File: src/rtl/imem_loadable.sv
// Loadable instruction memory: words streamed in over valid/ready, fetched with one-cycle latency.
// Optional build macro IMEM_BYTE_PC_EN: treat i_pc as a byte address with an alignment check.
module imem_loadable #(
   parameter int                DATA_WIDTH = 32,
   parameter int                DEPTH      = 64,
   parameter int                ADDR_WIDTH = 6,
   parameter int                SIZEOP     = 6,
   parameter logic [SIZEOP-1:0] HALT_OP    = {SIZEOP{1'b1}}
) (
   input  logic                  i_clock,
   input  logic                  i_reset,
   input  logic                  i_load_start,
   input  logic                  i_load_valid,
   input  logic [DATA_WIDTH-1:0] i_load_data,
   output logic                  o_load_ready,
   input  logic                  i_load_done,
   input  logic                  i_fetch_en,
   input  logic [DATA_WIDTH-1:0] i_pc,
   output logic [DATA_WIDTH-1:0] o_instruccion,
   output logic                  o_instr_valid,
   output logic                  o_haltsignal,
   output logic                  o_pc_error,
   output logic [ADDR_WIDTH:0]   o_load_count,
   output logic [1:0]            o_state
);

   typedef enum logic [1:0] {
      ST_IDLE   = 2'd0,
      ST_LOAD   = 2'd1,
      ST_RUN    = 2'd2,
      ST_HALTED = 2'd3
   } state_e;

   localparam logic [ADDR_WIDTH:0] DEPTH_C = (ADDR_WIDTH+1)'(DEPTH);

   state_e                state_q;
   logic [ADDR_WIDTH:0]   count_q;
   logic [DATA_WIDTH-1:0] instr_q;
   logic                  valid_q;
   logic                  halt_q;
   logic                  err_q;
   logic [DATA_WIDTH-1:0] mem_q [DEPTH];

   logic [DATA_WIDTH-1:0] widx;
   logic                  misalign;
   logic [DATA_WIDTH-1:0] count_ext;
   logic                  out_of_range;
   logic [DATA_WIDTH-1:0] rd_word;
   logic                  fetch_halt;
   logic                  load_accept;

`ifdef IMEM_BYTE_PC_EN
   assign widx     = {2'b00, i_pc[DATA_WIDTH-1:2]};
   assign misalign = |i_pc[1:0];
`else
   assign widx     = i_pc;
   assign misalign = 1'b0;
`endif

   // Range check uses the full word index so high PC bits cannot alias into loaded words
   assign count_ext    = {{(DATA_WIDTH-ADDR_WIDTH-1){1'b0}}, count_q};
   assign out_of_range = misalign | (widx >= count_ext);
   assign rd_word      = mem_q[widx[ADDR_WIDTH-1:0]];
   assign fetch_halt   = !out_of_range && (rd_word[DATA_WIDTH-1 -: SIZEOP] == HALT_OP);

   assign o_load_ready = (state_q == ST_LOAD) && (count_q < DEPTH_C);
   assign load_accept  = o_load_ready && i_load_valid && !i_load_start;

   always_ff @(posedge i_clock or negedge i_reset) begin
      if (!i_reset) begin
         state_q <= ST_IDLE;
         count_q <= '0;
         instr_q <= '0;
         valid_q <= 1'b0;
         halt_q  <= 1'b0;
         err_q   <= 1'b0;
      end else if (i_load_start) begin
         state_q <= ST_LOAD;
         count_q <= '0;
         instr_q <= '0;
         valid_q <= 1'b0;
         halt_q  <= 1'b0;
         err_q   <= 1'b0;
      end else begin
         case (state_q)
            ST_IDLE: ;
            ST_LOAD: begin
               valid_q <= 1'b0;
               if (load_accept) count_q <= count_q + 1'b1;
               if (i_load_done) state_q <= ST_RUN;
            end
            ST_RUN: begin
               if (i_fetch_en) begin
                  valid_q <= 1'b1;
                  err_q   <= out_of_range;
                  instr_q <= out_of_range ? '0 : rd_word;
                  if (fetch_halt) begin
                     halt_q  <= 1'b1;
                     state_q <= ST_HALTED;
                  end
               end else begin
                  valid_q <= 1'b0;
               end
            end
            ST_HALTED: valid_q <= 1'b0;
            default:   state_q <= ST_IDLE;
         endcase
      end
   end

   // Array has no reset so it maps onto plain RAM; stale words stay hidden behind count_q
   always_ff @(posedge i_clock) begin
      if (load_accept) mem_q[count_q[ADDR_WIDTH-1:0]] <= i_load_data;
   end

   assign o_instruccion = instr_q;
   assign o_instr_valid = valid_q;
   assign o_haltsignal  = halt_q;
   assign o_pc_error    = err_q;
   assign o_load_count  = count_q;
   assign o_state       = state_q;

endmodule

File: config.mk
export PLATFORM = sky130hd
export DESIGN_NAME = imem_loadable
export DESIGN_NICKNAME = d
export VERILOG_FILES = /design/src/rtl/imem_loadable.sv
export SDC_FILE = /design/constraint.sdc
export NUM_CORES = 2
export LEC_CHECK = 0
export CAP_MARGIN = 0
export CORE_ASPECT_RATIO = 0.75
export CORE_MARGIN = 3
export CORE_UTILIZATION = 46
export CTS_CLUSTER_SIZE = 8
export DETAILED_ROUTE_END_ITERATION = 6
export GPL_TIMING_DRIVEN = 1
export SYNTH_ARGS = -nofsm -noshare
export SYNTH_HDL_FRONTEND = slang
export SYNTH_SLANG_ARGS = --single-unit
File: constraint.sdc
create_clock -name i_clock -period 3.09 [get_ports i_clock]
set_input_delay 0.927 -clock i_clock [delete_from_list [all_inputs] [get_ports i_clock]]
set_output_delay 0.927 -clock i_clock [all_outputs]
set_load 0.01 [all_outputs]
==> results_dict.tcl <==
set metrics [dict create \
    dr.pass1.iters 7 \
    critical_path.max_fanout 9 \
    cts_tree "done" \
    async_flop_share_pct 2.10 \
    period_needed_ps 3020 \
    cts-root-buf "clkbuf_16" \
    synth_area_per_cell_um2 23.9 \
    dpl.hpwl_mm 134 \
    ir_drop_mv 0.602 \
    slew_viol_final 0 \
    wl_mm 215 \
    relSlewSlack_pct 22.2 \
    ys.flop_type "edfxtp_1" \
    clk_pin_slew_ps 50 \
    timing.final.crit_share_pct 97.7 \
    cp_top_family "buffers and inverters" \
    seq_power_share_pct 49.1 \
    gr-total-overflow 0 \
    drt_iter0_markers 5094 \
    p_sw_mw 12.8 \
    clk_latency_ps 900 \
    vias_per_cell 6.22 \
    synth_nets 3424 \
    numCtsBuffers 311 \
    fin_nets 4128 \
    port_buffers 114 \
    synth_top_area_share_pct 76.8 \
    clock_path_buffers 4 \
    finalWorstSetupSlack_ps 72.0 \
    die-area_um2 179000 \
    grt_pass1_vias 39312 \
    p_clk_share_pct 46.1 \
    grt_setup_unrepaired "false" \
    hold_viol_final 0 \
    htreeDepth 5 \
    yosysWarnings 0 \
    internal_power_mw 50.9 \
    placed_cells 5996 \
    cp_slowest_cell "clkdlybuf4s50_1" \
    grt_max_degree 65 \
    worstMarginPinSlew_ps 1160 \
    worstSetupStartpointType "register" \
    fin_skew_ps 43.1 \
    yosys.area.top_type "edfxtp_1" \
    critical_path.cell_chain "clkdlybuf4s50_1" \
    core_area_um2 171000 \
    p_comb_share_pct 4.8 \
    antenna_found_initial 14 \
    final_cells 6373 \
    drc_errors 0 \
    setup_viol 0 \
    hp-class "input pin to async pin" \
    syn_inst 3346 \
    worstSetupPathType "register to output port" \
    synth_seq_area_share_pct 78.2 \
    drive_gt1_share_pct 37.1 \
    worstPathArrival_ps 2090 \
    cpPeakStageDelay_ps 660 \
    status "complete, no violations" \
    synth_edf_count 2048 \
    antenna_left 0 \
    area_growth_pct 21.8 \
    wire_per_inst_um 33.7 \
    num_vias 39618 \
    rows 131 \
    leakage_nw 31.3 \
    path_buf_inv 1 \
    grt_pass1_wl_mm 306 \
    cp-end-kind "output port" \
    swShare_pct 20.1 \
    syn_area_um2 80000 \
    rrSetupSlack_ps 320 \
    die-width_um 488 \
    max_freq_mhz 331 \
    synthDistinctLibCells 54 \
    cts_sinks 2092 \
    ios 115 \
    critPathRequiredTime_ps 2160 \
    die_y_um 367 \
    drv_cap 0 \
    place_congestion 0.855 \
    power.density_nw_per_um2 653 \
    synthTopCellsByArea "edfxtp_1, mux4_2, dfrtp_1" \
    initial_core_util_pct 46.7 \
    groute.usage.overall_pct 24.3 \
    fin_util_pct 56.9 \
    place_ws_ps -857 \
    synth_seq_cells 2092 \
]
## stage by stage
step / instance area [µm²] / setup TNS [ps] / hold slack [ps] / power [mW]
4_1_cts: 97500 / 0 / 337 / 64.1
6_report: 97500 / 0 / 390 / 63.6
2_1_floorplan: 80300 / -560160 / 516 / 33.3
5_1_grt: 97500 / 0 / 359 / 65.5
3_3_place_gp: 89200 / -38080 / 478 / 34.8
3_5_place_dp: 89200 / -32580 / 479 / 34.8
## cell usage in the layout (no fill, tap or decap), types with 5 or more instances in the layout
master           instances
nor2_4                  65
dfrtp_1                 42
mux2i_1                 14
nand3_1                 15
nand4_1                  6
a221oi_1                 6
a211oi_1                 9
inv_1                   10
inv_6                    5
ha_1                     8
a22oi_1                  5
nor4_1                  15
nand2b_1                 5
nor3_1                   7
a22o_1                  15
xnor2_1                  5
nand2_1                118
mux4_2                 627
nor2_1                  30
a21oi_1                 34
o21ai_0                  9
buf_2                   34
o21ai_1                 15
nor2b_1                  7
edfxtp_1              2048
clkdlybuf4s50_1         74
clkbuf_1                48
buf_4                  261
buf_12                 188
clkbuf_16              319
mux2_2                  10
## layout make-up
| cell class | instances | area [µm²] |
|---|---|---|
| Fill cell | 12376 | 73900 |
| Sequential cell | 2092 | 62600 |
| Multi-Input combinational cell | 1069 | 17100 |
| Clock buffer | 367 | 8160 |
| Timing Repair Buffer | 562 | 6700 |
| Tap cell | 2261 | 2830 |
| Clock inverter | 5 | 65.1 |
| Inverter | 14 | 65.1 |
| Antenna cell | 3 | 7.51 |
## path summary, 6_finish.rpt
check,depth (start not counted),to,from
max reg2reg,9,o_instruccion[5],o_load_count[6]
min in group i_clock,1,mem_q[36][15],i_load_data[15]
min reg2reg,2,o_instruccion[18],o_instruccion[18]
max,1,o_load_count[3],o_load_count[3]
max in group asynchronous,3,o_state[0],i_reset
min,2,o_pc_error,i_reset
## cells by family (layout without fill, tap and decap cells)
| family | Yosys count | count (layout) | share of synthesized area (%) |
|---|---|---|---|
| compound gates | 120 | 120 | 0.991 |
| flops | 2092 | 2092 | 78.2 |
| mux | 651 | 651 | 18.0 |
| buf+inv | 185 | 948 | 1.10 |
| xor+xnor | 5 | 5 | 0.0547 |
| fa+ha+maj | 8 | 8 | 0.125 |
| simple gates | 285 | 285 | 1.55 |
| other cells | 0 | 3 | 0 |
## state kept, by name (all words and copies together), names as in the netlist
| signal | cells |
|---|---|
| mem_q | 2048 |
| o_instruccion | 32 |
| o_load_count | 7 |
| o_state | 2 |
| o_haltsignal | 1 |
| o_instr_valid | 1 |
| o_pc_error | 1 |
## per-layer routing
layer | global-route usage, % | share of wire [%]
met1 | 37.6 | 43
met2 | 35.8 | 46
met3 | 5.07 | 9.4
met4 | 5.38 | 1.8
met5 | 0 | 0
## synthesized netlist by cell type (all sizes together), types with 2 or more instances
library cell,count
a2111oi,2
a211oi,10
a21o,2
a21oi,34
a221oi,6
a22o,15
a22oi,5
a311oi,3
a31oi,2
and2,2
and3b,3
buf,105
clkbuf,66
dfrtp,44
edfxtp,2048
ha,8
inv,13
mux2,10
mux2i,14
mux4,627
nand2,118
nand2b,6
nand3,15
nand4,6
nor2,95
nor2b,7
nor3,8
nor3b,3
nor4,15
o211ai,2
o21ai,24
o22ai,3
o31ai,3
o41ai,2
or2,2
or3,2
xnor2,5
## power by group through the flow
stage	combinational (mW)	clock (mW)	sequential (mW)
6_report	3.06	29.3	31.3
5_1_grt	3.24	31.1	31.2
3_3_place_gp	3.02	0	31.8
2_1_floorplan	1.50	0	31.8
4_1_cts	3.07	29.8	31.3
3_5_place_dp	3.05	0	31.8
## what timing repair did
| action | CTS | global route |
|---|---|---|
| gates resized for setup | 3 | 2 |
| hold buffers | 1 | 0 |
| setup endpoints to repair | 1 | 4 |
| hold endpoints to repair | 1 | 0 |
| setup buffers | 1 | 0 |
| pin swaps | 0 | 0 |
Note: power is estimated with default switching activity, not from simulation.
